===== src/rtl/seg7_scan_driver.sv =====
// seg7_scan_driver
//   Time-multiplexed driver for a DIGITS-wide common-anode seven-segment bank.
//   A packed BCD word is captured on load into a shadow register. One digit is
//   lit per scan slot of SCAN_DIV cycles. The last cycle of every slot is dark,
//   which stops the old segment pattern ghosting onto the next digit.
//   Extra features:
//     - leading-zero blanking
//     - a dash for codes 10..15
//     - optional per-digit blink
//
//   Optional feature macro: SEG7_SCAN_BLINK_EN
//     When defined, this adds the blink port and a frame counter. The blink
//     phase toggles every BLINK_DIV completed frames.
//
// Ports
//   clk     system clock, rising edge
//   rst_n   asynchronous active-low reset
//   bcd_in  packed BCD, digit i = bcd_in[4i+3:4i]
//   load    copy bcd_in into the shadow register
//   en      display enable (0 = dark)
//   lzb     leading-zero blanking enable
//   blink   per-digit blink mask (SEG7_SCAN_BLINK_EN only)
//   seg     segments a..g, active-low, seg[0]=a (registered)
//   an      anode selects, active-low, at most one low (registered)
module seg7_scan_driver #(
  parameter int unsigned DIGITS    = 4,
  parameter int unsigned SCAN_DIV  = 50000,
  parameter int unsigned BLINK_DIV = 64
) (
  input  logic                  clk,
  input  logic                  rst_n,
  input  logic [4*DIGITS-1:0]   bcd_in,
  input  logic                  load,
  input  logic                  en,
  input  logic                  lzb,
`ifdef SEG7_SCAN_BLINK_EN
  input  logic [DIGITS-1:0]     blink,
`endif
  output logic [0:6]            seg,
  output logic [DIGITS-1:0]     an
);

  localparam int unsigned PrescW = $clog2(SCAN_DIV);
  localparam int unsigned IdxW   = $clog2(DIGITS);

  // Elaboration-time parameter checks.
  if (DIGITS < 2) begin : g_bad_digits
    $error("DIGITS must be >= 2");
  end
  if (SCAN_DIV < 2) begin : g_bad_scan_div
    $error("SCAN_DIV must be >= 2");
  end
  if (BLINK_DIV < 1) begin : g_bad_blink_div
    $error("BLINK_DIV must be >= 1");
  end

  // Active-low a..g; the leftmost literal bit lands in seg[0] (segment a).
  function automatic logic [0:6] decode(input logic [3:0] d);
    logic [0:6] s;
    unique case (d)
      4'd0:    s = 7'b0000001;
      4'd1:    s = 7'b1001111;
      4'd2:    s = 7'b0010010;
      4'd3:    s = 7'b0000110;
      4'd4:    s = 7'b1001100;
      4'd5:    s = 7'b0100100;
      4'd6:    s = 7'b0100000;
      4'd7:    s = 7'b0001111;
      4'd8:    s = 7'b0000000;
      4'd9:    s = 7'b0000100;
      default: s = 7'b1111110;
    endcase
    return s;
  endfunction

  logic [4*DIGITS-1:0] shadow_q, shadow_d;
  logic [PrescW-1:0]   presc_q, presc_d;
  logic [IdxW-1:0]     idx_q, idx_d;
  logic [0:6]          seg_q, seg_d;
  logic [DIGITS-1:0]   an_q, an_d;

  logic                guard;
  logic [DIGITS-1:0]   lead_zero;
  logic                all_zero;
  logic [3:0]          cur_digit;
  logic                cur_blank;
  logic [DIGITS-1:0]   an_sel;

  // Last prescaler count of a slot: outputs dark, idx steps on this edge.
  assign guard = (presc_q == PrescW'(SCAN_DIV - 1));

  // Load and scan paths are fully independent.
  always_comb begin
    shadow_d = load ? bcd_in : shadow_q;
    presc_d  = guard ? '0 : presc_q + PrescW'(1);
    idx_d    = idx_q;
    if (guard) begin
      idx_d = (idx_q == IdxW'(DIGITS - 1)) ? '0 : idx_q + IdxW'(1);
    end
  end

`ifdef SEG7_SCAN_BLINK_EN
  localparam int unsigned FrameW = (BLINK_DIV > 1) ? $clog2(BLINK_DIV) : 1;

  logic [FrameW-1:0] frame_cnt_q, frame_cnt_d;
  logic              phase_q, phase_d;
  logic              frame_done;

  // A frame completes on the guard edge that wraps idx from DIGITS-1 to 0.
  assign frame_done = guard && (idx_q == IdxW'(DIGITS - 1));

  always_comb begin
    frame_cnt_d = frame_cnt_q;
    phase_d     = phase_q;
    if (frame_done) begin
      if (frame_cnt_q == FrameW'(BLINK_DIV - 1)) begin
        frame_cnt_d = '0;
        phase_d     = ~phase_q;
      end else begin
        frame_cnt_d = frame_cnt_q + FrameW'(1);
      end
    end
  end

  always_ff @(posedge clk or negedge rst_n) begin
    if (!rst_n) begin
      frame_cnt_q <= '0;
      phase_q     <= 1'b0;
    end else begin
      frame_cnt_q <= frame_cnt_d;
      phase_q     <= phase_d;
    end
  end
`endif

  // lead_zero[i] = every digit from DIGITS-1 down to i is exactly 0.
  // Codes 10..15 are nonzero, so they stop the blanking run.
  always_comb begin
    lead_zero = '0;
    all_zero  = 1'b1;
    for (int i = DIGITS - 1; i >= 0; i--) begin
      all_zero     = all_zero & (shadow_q[4*i +: 4] == 4'h0);
      lead_zero[i] = all_zero;
    end
  end

  // A blanked digit keeps its anode low; only the segments go dark.
  always_comb begin
    cur_digit = '0;
    cur_blank = 1'b0;
    an_sel    = '1;
    for (int i = 0; i < DIGITS; i++) begin
      if (idx_q == IdxW'(i)) begin
        cur_digit = shadow_q[4*i +: 4];
        cur_blank = (i != 0) && lzb && lead_zero[i];
`ifdef SEG7_SCAN_BLINK_EN
        cur_blank = cur_blank | (phase_q & blink[i]);
`endif
        an_sel[i] = 1'b0;
      end
    end

    if (!en || guard) begin
      seg_d = '1;
      an_d  = '1;
    end else begin
      an_d  = an_sel;
      seg_d = cur_blank ? 7'b1111111 : decode(cur_digit);
    end
  end

  always_ff @(posedge clk or negedge rst_n) begin
    if (!rst_n) begin
      shadow_q <= '0;
      presc_q  <= '0;
      idx_q    <= '0;
      seg_q    <= '1;
      an_q     <= '1;
    end else begin
      shadow_q <= shadow_d;
      presc_q  <= presc_d;
      idx_q    <= idx_d;
      seg_q    <= seg_d;
      an_q     <= an_d;
    end
  end

  assign seg = seg_q;
  assign an  = an_q;

endmodule


===== config.mk =====
export PLATFORM = sky130hd
export DESIGN_NAME = seg7_scan_driver
export DESIGN_NICKNAME = d
export VERILOG_FILES = /design/src/rtl/seg7_scan_driver.sv
export SDC_FILE = /design/constraint.sdc
export NUM_CORES = 1
export LEC_CHECK = 0
export ABC_AREA = 1
export CAP_MARGIN = 20
export CORE_UTILIZATION = 49
export DETAILED_ROUTE_END_ITERATION = 12
export PLACE_DENSITY = 0.76
export SYNTH_ARGS = -nofsm -noshare
export SYNTH_HDL_FRONTEND = slang
export SYNTH_SLANG_ARGS = --single-unit

===== constraint.sdc =====
create_clock -name clk -period 1.75 [get_ports clk]
set_input_delay 0.35 -clock clk [delete_from_list [all_inputs] [get_ports clk]]
set_output_delay 0.35 -clock clk [all_outputs]
set_load 0.05 [all_outputs]

## Word-level counts from Yosys, hierarchy flattened

Memory sizes are Yosys's and may differ from the RTL's.
Cells that the tools add are included.

| word-level totals | value |
|---|---|
| bits in latches | 0 |
| memories kept | 1 |
| RAM bits | 0 |
| word-level logic and storage cells | 39 |
| bits in read-only memories | 112 |
| bits in registers | 45 |
| output and inout port bits | 11 |

Memory list:

| memory | depth | width | rd ports | clocked after memory_dff | wr ports | line | text |
|---|---|---|---|---|---|---|---|
| (name not given) | 16 | 7 | 1 | 0 | 0 | 60 | `unique case (d)` |

| cells by class | value |
|---|---|
| equality and inequality tests | 4 |
| bitwise operators | 2 |
| shifts and indexed selects | 0 |
| div/mod/pow operators | 0 |
| $mul | 0 |
| multiplexer cells | 16 |
| reduce and logical (&&, ||, !) cells | 9 |
| add/subtract/negate cells | 2 |
| order comparisons | 0 |

Operators with widths:

| kind | number |
|---|---|
| two-way mux 4 bit | 5 |
| adder 16 x 1 -> 16 bit (second input constant) | 1 |
| == test 16 bit (second input constant) | 1 |
| two-way mux 16 bit | 1 |
| two-way mux 7 bit | 2 |
| logical NOT 4 bit | 3 |
| two-way mux 1 bit | 7 |
| == test 2 bit (second input constant) | 2 |
| logical AND 1 bit | 3 |
| adder 2 x 1 -> 2 bit (second input constant) | 1 |
| AND 1 bit | 2 |
| == test 2 x 1 -> 1 bit (second input constant) | 1 |
| logical NOT 2 bit | 1 |
| two-way mux 2 bit | 1 |
| logical NOT 1 bit | 1 |
| logical OR 1 bit | 1 |

## Logic depth before layout (Yosys ltp)

Gate-level depths: netlist of run 1.

| depth | value |
|---|---|
| depth in word-level cells | 9 |
| mapped depth | 13 |

## Worst setup path before layout of run 1

OpenSTA, ideal clock, no wires.

| timing path | value |
|---|---|
| kind | register -> register |
| start point | register idx_q[0] |
| end point | register seg_q, in the netlist seg[5] |
| path slack | 40 ps |
| data arrival time | 1622 ps |
| stages on the path, launching flop included | 13 |
| setup time | 88 ps |
| buffers on the path | 0 |
| path through | dfrtp_1 > inv_1 > ha_1 > inv_2 > nand3_1 > nand2_1 > nand2_1 > inv_1 > ha_1 > inv_1 > nand3_1 > nand3_1 > nand3_1 |

| on the way | value |
|---|---|
| word-level cells in the longest chain between the ends | 8 |
| elaborated cells between the ends (all ways) | 14 |
| classes of those cells | 3 x eq/ne; 9 x mux; 1 x reduce/logical; 1 x memory |

Ends and longest elaborated chain:

| what | line | text |
|---|---|---|
| start: declaration | 78 | `logic [IdxW-1:0] idx_q, idx_d;` |
| start signal: assignment | 182 | `idx_q <= idx_d;` |
| logical NOT 2 bit | 153 | `if (idx_q == IdxW'(i)) begin` |
| two-way mux 4 bit (4 in series) | 153 |  |
| memory read (16 x 7 bit) | -- |  |
| two-way mux 7 bit * | 168 | `seg_d = cur_blank ? 7'b1111111 : decode(cur_digit);` |
| two-way mux 7 bit * | 163 | `if (!en \|\| guard) begin` |
| net seg_d, one bit | 79 | `logic [0:6] seg_q, seg_d;` |
| end signal: assignment | 183 | `seg_q <= seg_d;` |
| end: declaration | 79 |  |

The timed path passes the listed nets; every way through them passes the cells marked *.
A chain may end at the register's enable or synchronous reset.

## Worst setup path in the final report of run 1

| timing path | value |
|---|---|
| start point | register idx_q[1] |
| end point | register seg_q, in the netlist seg[2] |

Same word-level chain as after synthesis.

==> results of run 1 <==
-- critical path: stages (launching register included) --
cell,delay [ps]
dfrtp_1,400
inv_2,90
ha_4,200
buf_4,130
buf_4,130
nand2_1,100
nand3_2,100
nand2_2,120
nand2_4,90
buf_4,150
nand3_2,80
nand3_2,90
-- metrics by stage --
stage,cell area [um2],setup TNS (ps)
2_1_floorplan,2350,0
3_3_place_gp,2910,0
3_5_place_dp,2910,-98.2
4_1_cts,3030,-4.25
5_1_grt,3280,-548
6_report,3280,-54.9
-- cell usage in the layout, fill, tap and decap left out, drive strengths merged, types with 2 or more instances in the layout --
cell type and n:
nand2 77, inv 38, dfrtp 34, nand3 33, buf 30, nor2 27, clkdlybuf4s50 19, o21ai 16
dfstp 11, ha 11, clkbuf 7, a21oi 7, nor3 6, xor2 5, mux2 5, clkinv 2
-- worst paths after layout --
kind,depth (start not counted),to,start
worst max-delay path,11,seg[2],idx_q[1]
worst min-delay path,2,presc_q[8],rst_n
worst max register to register,11,seg[2],idx_q[1]
worst min register to register,1,presc_q[0],presc_q[0]
max in group asynchronous,2,seg[4],rst_n
min in group clk,1,presc_q[0],presc_q[0]
-- cell usage after synthesis, drive strengths merged --
master	number	area share [%]
clkbuf	1	0.16
ha	11	5.9
o211a	1	0.43
dfrtp	34	36
dfstp	11	12
xor2	5	1.9
nand3	33	7.2
o21ai	16	3.6
a21oi	7	2.0
inv	38	6.1
nand2	77	13
nor3	6	1.7
nand4	1	0.27
xnor2	1	0.37
o21bai	1	0.32
buf	3	0.59
mux2	5	2.4
nor2	27	5.1
clkinv	1	0.21
a31oi	1	0.27
-- cells by family (layout without fill, tap and decap cells) --
family	count (synthesis)	in the layout	share of synthesized area [%]
flip-flops	45	45	48.5
buffers and inverters	43	96	7.03
adder cells (fa/ha/maj)	11	11	5.86
AO/OA/AOI/OAI	26	26	6.55
XOR/XNOR	6	6	2.24
AND/OR/NAND/NOR	144	144	27.4
multiplexers	5	5	2.40
-- layer usage --
metal  GRT usage [%]  vias up  wire (um)
met5               0        -          0
met4            6.22        0         93
met3            5.49        9        235
met2            30.2       57       2500
met1            28.0      925       2530
li1                -      988          -
-- power groups by stage --
stage          sequential (mW)  combinational, mW  clock, mW
2_1_floorplan             1.22              0.140          0
3_3_place_gp              1.16              0.390          0
3_5_place_dp              1.16              0.396          0
4_1_cts                   1.14              0.401      0.625
5_1_grt                   1.15              0.532      0.676
6_report                  1.14              0.494      0.611
-- final cells by class --
type,instances,area (um2),area share (%)
Timing Repair Buffer,49,574,17.5
Inverter,39,160,4.88
Clock inverter,1,3.75,0.114
Clock buffer,7,76.3,2.33
Multi-Input combinational cell,192,1260,38.4
Sequential cell,45,1140,34.8
Tap cell,52,65.1,1.98
-- what timing repair did --
item                                    4_1_cts  5_1_grt
gates resized for setup                      11       47
buffers inserted                              0        7
endpoints found under the setup margin        5        7
pin swaps                                     1       19
-- registers in the layout, indices dropped and copies added, names as in the netlist --
name,count
seg,7
shadow_q,16
idx_q,2
presc_q,16
an,4
==> metrics, run 1 <==
status=finished, violations left; failing checks=design-rule violations, negative setup slack; Row Count=24; min setup slack post-route=-25.5 ps; synth unique cells=30; sequential fraction of design power=50.9%; H-Tree Depth=2; hpwl dp=3340 um; drt total wl=5360 um; routed len/inst=13.9 um; Clk network pwr share=27.2%; routed vias/inst=5.14; YS warnings=0; hold_ws=6.26 ps; Final GP Congestion=0.894; GR Overflow Total=0; Residual DRC=3; # diodes=0; Initial DRC Count=200; kind of critical path=reg2reg; endpoints failing setup=3; DIE AREA=5080 um2; CTS Hold Bufs=0; CP Launch Type=register; number of fill cells=307; initial antenna violation count=0; clock skew=5.35 ps; post-synth net total=312; I/O Pins=32; Seq/Total Area, Yosys=48.5%; Arr. time, crit path=1990 ps; GRT Overall Usage=19.9%; Clock Path Buffers=2; first-pass GRT wire length=7810 um; Gate power share=22.0%; Mapped Cells=280; DR vias=1979; clock root buffer=clkbuf_8; share of layout cells above drive strength 1=34.5%; Max-Cap Viols=0; Clk Latency, worst-skew pair=300 ps; Final Non-Filler Cells=385; CTS tree=built; max-slew violations=0; CTS sink cnt=45; largest net degree at the start of global routing=46; Final nets=364; worst hold path class=in2async; Worst Max-Slew Pin Slew=404 ps; fin crit share=101%; Post-Syn Area=2350 um2; number of iterations in the first detailed-routing pass=9; Hold Vio Cnt, Final=0; flop2flop setup slack=-30 ps; Syn-to-layout area delta=39.6%; placed insts=370; fmax=563 MHz; Critical Path RT=1960 ps; unrepaired setup endpoints after global routing=yes; crit-path max FO=6; CORE AREA=4470 um2; vias in the first global route=1756; Net Sw Frac=28.5%; Leak Pwr=1.56 nW; type of element capturing the critical path=register; Final Util=73.3%; Die Ht=71.3 um; Die X=71.3 um; P_int=1.61 mW; pre-CTS setup slack=-74.9 ps; Yosys reg bits=45; PortBufs=31; Overall Power=2.25 mW; CTS buffer count=5; VDD IR max=0.000520 V; Detail Route Antenna Nets=0; Initial Util=52.5%; Final Critical Period=1780 ps; sw power=0.640 mW; relative slew slack=73.0%; Worst-path clk slew=80 ps; Mean Syn Cell Area=8.39 um2; Pwr Density=686 nW/um2
(Power assumes the default switching activity.)
==> run 2, diff against run 1 <==
--- a/config.mk
+++ b/config.mk
@@ -7,9 +7,10 @@
 export LEC_CHECK = 0
 export ABC_AREA = 1
 export CAP_MARGIN = 20
-export CORE_UTILIZATION = 49
+export CORE_UTILIZATION = 51
+export CTS_BUF_LIST = sky130_fd_sc_hd__clkbuf_4
 export DETAILED_ROUTE_END_ITERATION = 12
-export PLACE_DENSITY = 0.76
+export PLACE_DENSITY = 0.79
 export SYNTH_ARGS = -nofsm -noshare
 export SYNTH_HDL_FRONTEND = slang
 export SYNTH_SLANG_ARGS = --single-unit
==> run 2 against run 1 <==
The run ends with negative setup slack left. Via count increased by 12%. Clock skew increased by 12 ps. Clock-buffer cell count decreased by 1. Die area decreased by 3.8%. Sequential share of layout area decreased by 1.4 points. Clock power decreased by 20%. Sequential power about the same. Combinational power increased by 15%. Critical endpoint is now seg[0]. Largest cell class unchanged.
==> metrics, run 2 (synthesis gave the netlist of run 1 again) <==
CORE AREA=4380 um2 (-2.0%); Arr. time, crit path=2150 ps (+160 ps); GR Overflow Total=0 (unchanged); CTS buffer count=5 (unchanged); VDD IR max=0.000375 V (-28%); Leak Pwr=1.60 nW (+2.7%); Final nets=366 (+0.55%); sw power=0.681 mW (+6.4%); number of iterations in the first detailed-routing pass=6 (-3); Net Sw Frac=30.9% (+2.4 points); Initial DRC Count=265 (+33%); unrepaired setup endpoints after global routing=yes; clock root buffer=clkbuf_4; dpl cell area=2900 um2 (-0.26%); status=finished, violations left; CP Launch Type=register; Worst Max-Slew Pin Slew=499 ps (+95.7 ps); crit-path max FO=6 (unchanged); pre-CTS setup slack=-58.2 ps (+16.7 ps); clock skew=17.0 ps (+11.6 ps); first-pass GRT wire length=8000 um (+2.4%); Clk network pwr share=22.1% (-5.1 points); endpoints failing setup=7 (+4); Clock Path Buffers=2 (unchanged); Die Ht=69.9 um (-1.9%); GRT Overall Usage=21.1% (+1.2 points); # diodes=0 (unchanged); hpwl dp=3470 um (+3.8%); type of element capturing the critical path=register; worst hold path class=in2async; routed vias/inst=5.72 (+11%); Initial Util=53.6% (+1.1 points); Final Critical Period=1850 ps (+74.9 ps); Total Neg Setup Slack=-387 ps (-332 ps); fmax=540 MHz (-4.1%); Critical Path RT=2050 ps (+90 ps); drt total wl=6760 um (+26%); Gate power share=25.8% (+3.8 points); vias in the first global route=1829 (+4.2%); initial antenna violation count=0 (unchanged); kind of critical path=reg2reg; P_int=1.52 mW (-5.4%); Hold Vio Cnt, Final=0 (unchanged); failing checks=negative setup slack; Final Instance Area=3420 um2 (+4.2%); share of layout cells above drive strength 1=38.3% (+3.8 points); Detail Route Antenna Nets=0 (unchanged); H-Tree Depth=2 (unchanged); CTS sink cnt=45 (unchanged); hold_ws=463 ps (+456 ps); Worst-path clk slew=130 ps (+50 ps); fin crit share=106% (+4.3 points); DR vias=2209 (+12%); Residual DRC=0 (-3); commonest cells after routing, fill and taps aside=55 x nand2_1, 33 x dfrtp_1, 24 x nor2_1; Overall Power=2.20 mW (-2.1%); largest net degree at the start of global routing=46 (unchanged); Max-Cap Viols=0 (unchanged); CTS tree=built; DIE AREA=4880 um2 (-3.8%); most common cell after layout, fill and taps aside=nand2_1; max-slew violations=0 (unchanged); Row Count=24 (unchanged); PortBufs=31 (unchanged); routed len/inst=17.5 um (+26%); Final GP Congestion=0.889 (-0.55%); Clk Latency, worst-skew pair=370 ps (+70 ps); sequential fraction of design power=52.1% (+1.2 points); Syn-to-layout area delta=45.5%; Die X=69.9 um (-1.9%); I/O Pins=32 (unchanged); min setup slack post-route=-100 ps (-74.9 ps); relative slew slack=66.6% (-6.4 points); Pwr Density=644 nW/um2 (-6.0%)
## run 2: cell types whose count changed in the layout (fill, tap and decap cells not counted), moves of 3 or more
cell,change
buf_4,-4
buf_6,+3
clkbuf_4,+6
clkbuf_8,-5
ha_4,+3
nand2_1,-5
nand2_4,+3
nand3_1,-5
nand3_4,+3
## run 2: worst paths after layout
kind,start,endpoint,slack (ps),depth (start not counted)
max in group asynchronous,rst_n,seg[4],1020,3
max,idx_q[1],seg[0],-100,11
max reg2reg,idx_q[1],seg[0],-100,11
min reg2reg,presc_q[0],presc_q[0],470,1
min,rst_n,presc_q[15],460,3
min in group clk,presc_q[0],presc_q[0],470,1
## run 2: power groups by stage
stage	registers (mW)	clock network (mW)	logic (mW)
after floorplan	1.22	0	0.140
after global placement	1.16	0	0.391
after detailed placement	1.16	0	0.397
after CTS	1.14	0.489	0.402
after global routing	1.15	0.533	0.598
final	1.15	0.486	0.569
## run 2: what timing repair did
action | 4_1_cts | 5_1_grt
endpoints found under the hold margin | 34 | 0
buffers inserted | 3 | 7
endpoints found under the setup margin | 6 | 7
pin swaps | 2 | 21
hold buffers | 1 | 0
gates resized for setup | 11 | 73
## run 2: cell type report
class	instances	area, um2
Fill cell	250	966
Clock buffer	6	45.0
Inverter	39	163
Tap cell	52	65.1
Sequential cell	45	1140
Timing Repair Buffer	51	628
Multi-Input combinational cell	192	1370
Clock inverter	1	3.75
## run 2: metal layers
| layer | global-route usage (%) | wire [um] |
|---|---|---|
| met5 | 0 | 0 |
| met4 | 11.6 | 370 |
| met3 | 3.32 | 462 |
| met2 | 33.0 | 3300 |
| met1 | 28.2 | 2630 |
## run 2: worst max-delay path: stages (launching register included)
cell and delay, ps:
dfrtp_1 440, buf_4 160, ha_4 180, a21oi_1 220, nand2_2 100, nand2_4 120, inv_6 60, ha_4 160
inv_2 50, nand3_2 90, nand3_2 110, nand3_2 80
## run 2: per-stage QoR
| step | utilization, % | instances |
|---|---|---|
| global route | 78.0 | 386 |
| floorplan | - | 280 |
| finish | 78.0 | 386 |
| CTS | 69.1 | 380 |
| detailed placement | 66.2 | 369 |
| global placement | 66.2 | 369 |
==> run 3, diff against run 2 <==
--- a/config.mk
+++ b/config.mk
@@ -7,10 +7,11 @@
 export LEC_CHECK = 0
 export ABC_AREA = 1
 export CAP_MARGIN = 20
-export CORE_UTILIZATION = 51
+export CORE_UTILIZATION = 34
 export CTS_BUF_LIST = sky130_fd_sc_hd__clkbuf_4
 export DETAILED_ROUTE_END_ITERATION = 12
-export PLACE_DENSITY = 0.79
+export GPL_TIMING_DRIVEN = 0
+export PLACE_DENSITY = 0.57
 export SYNTH_ARGS = -nofsm -noshare
 export SYNTH_HDL_FRONTEND = slang
 export SYNTH_SLANG_ARGS = --single-unit
==> run 3 against run 2 <==
The flow now finishes without violations. Sequential power about the same. Clock power up 4.1%. First-iteration DRC count down 82%. Maximum frequency up 5.8%. Critical path depth unchanged. Critical endpoint unchanged. Largest cell class unchanged.
==> metrics, run 3 (synthesis gave the netlist of run 1 again) <==
status=complete, no violations; H-Tree Depth=2 (unchanged); drt total wl=5100 um (-25%); Final Critical Period=1750 ps (-102 ps); M3 GR Usage=2.72% (-0.60 points); Critical Path RT=2040 ps (about the same); min setup slack post-route=1.76 ps (+102 ps); type of element capturing the critical path=register; DIE AREA=7250 um2 (+48%); Die Ht=85.1 um (+22%); share of layout cells above drive strength 1=35.9% (-2.4 points); unrepaired setup endpoints after global routing=yes; I/O Pins=32 (unchanged); Final GP Congestion=0.856 (-3.7%); GRT Overall Usage=14.9% (-6.2 points); hold depth=2; Max-Cap Viols=0 (unchanged); Arr. time, crit path=2040 ps (-110 ps); vias in the first global route=1917 (+4.8%); CTS buffer count=5 (unchanged); # diodes=0 (unchanged); Worst-path clk slew=150 ps (+20 ps); worst flop-to-flop path endpoint=seg[0]; DR vias=1921 (-13%); Hold Vio Cnt, Final=0 (unchanged); Initial Util=36.2% (-17 points); worst hold path class=in2reg; Residual DRC=0 (unchanged); fmax=572 MHz (+5.8%); relative slew slack=71.1% (+4.5 points); largest net degree at the start of global routing=33 (-28%); CTS tree=built; Worst Hold End=shadow_q[4]; clock skew=15.0 ps (-1.94 ps); Pwr Density=653 nW/um2 (+1.3%); CTS sink cnt=45 (unchanged); flop2flop setup slack=2 ps (+100 ps); fin crit share=99.9% (-5.8 points); clock root buffer=clkbuf_4; Row Count=29 (+21%); kind of critical path=reg2reg; Detail Route Antenna Nets=0 (unchanged); endpoints failing setup=0 (-7); Clock Path Buffers=2 (unchanged); crit-path max FO=9 (+3); Final nets=365 (-0.27%); PortBufs=30 (-3.2%); Final Util=49.0% (-29 points); min-delay src=load; Die X=85.1 um (+22%); grt peak-use layer=met2; cells on worst reg2reg path=11 (unchanged); number of iterations in the first detailed-routing pass=4 (-2); CP Launch Type=register; VDD IR max=0.000465 V (+24%); hold_ws=336 ps (-127 ps); routed len/inst=12.4 um (-29%); global routing usage on met2=26.8% (-6.3 points); Clk Latency, worst-skew pair=360 ps (about the same); hpwl dp=3490 um (+0.80%); GR Overflow Total=0 (unchanged); max-slew violations=0 (unchanged); pre-CTS setup slack=-287 ps (-229 ps); first-pass GRT wire length=8540 um (+6.8%); Initial DRC Count=48 (-82%); commonest cells after routing, fill and taps aside=58 x nand2_1, 33 x dfrtp_1, 25 x inv_1; R2R Path Start=idx_q[1]; M1 GR Usage=18.0% (-10 points); Syn-to-layout area delta=35.3%; routed vias/inst=4.67 (-18%); initial antenna violation count=0 (unchanged); Leak Pwr=1.50 nW (-6.3%); CORE AREA=6490 um2 (+48%); Worst Max-Slew Pin Slew=430 ps (-69.5 ps); most common cell after layout, fill and taps aside=nand2_1
[run 3: cell count changes in the layout (fill, tap and decap cells not counted), moves of 4 or more]
cell and delta:
buf_12 -13, clkdlybuf4s15_2 +10, nand3_1 +5, buf_6 -4, ha_2 +4, ha_4 -4
[run 3: layer usage]
layer  vias up  routed length [um]  share of wire, %
met1       887                2330                46
met4         0                  90               1.8
met3        11                 138               2.7
met2        35                2540                50
met5         -                   0                 0
li1        988                   -                 -
[run 3: where the power goes]
group	switching [mW]	internal, mW	total (mW)
Clock	0.354	0.152	0.506
Combinational	0.261	0.179	0.439
Sequential	0.0232	1.11	1.13
Total	0.638	1.44	2.08
[run 3: what timing repair did]
| item | CTS | global route |
|---|---|---|
| buffers inserted | 9 | 6 |
| hold endpoints to repair | 7 | 0 |
| hold buffers | 1 | 0 |
| cloned | 0 | 0 |
| gates resized for setup | 66 | 27 |
| pin swaps | 14 | 10 |
| endpoints found under the setup margin | 18 | 8 |
[run 3: metrics by stage]
step	std cells	instance area (um2)	total power [mW]	TNS (ps)
global route	411	3180	2.17	-340
floorplan	280	2350	1.36	0
global placement	387	2750	1.49	-36700
finish	411	3180	2.08	0
detailed placement	388	2760	1.49	-1300
CTS	405	3040	2.04	0
[run 3: critical path: stages, from the launching register on]
cell     delay [ps]
dfrtp_1         440
buf_4           150
ha_2            230
a21oi_2         140
nand2_2          90
nand2_4         110
inv_4            60
ha_2            170
inv_1            60
nand2_2          70
nand3_2          80
nand3_2          80
[run 3: cell type report]
| class | count | area [um2] |
|---|---|---|
| tap | 77 | 96.3 |
| clock inverter | 3 | 17.5 |
| fill | 609 | 3320 |
| inverter | 39 | 160 |
| timing repair buffer | 47 | 453 |
| multi-input combinational | 192 | 1260 |
| buffer | 3 | 12.5 |
| sequential | 45 | 1140 |
| clock buffer | 5 | 37.5 |
[run 3: worst max path at each step]
stage                    to  slack, ps  depth (start not counted)      from
6_report             seg[0]          2                         11  idx_q[1]
5_1_grt              seg[0]       -120                         11  idx_q[1]
4_1_cts              seg[0]        0.8                         12  idx_q[1]
3_5_place_dp         seg[5]       -290                         12  idx_q[0]
3_3_place_gp   shadow_q[13]       -910                          1     rst_n
2_1_floorplan        seg[5]         40                         12  idx_q[0]
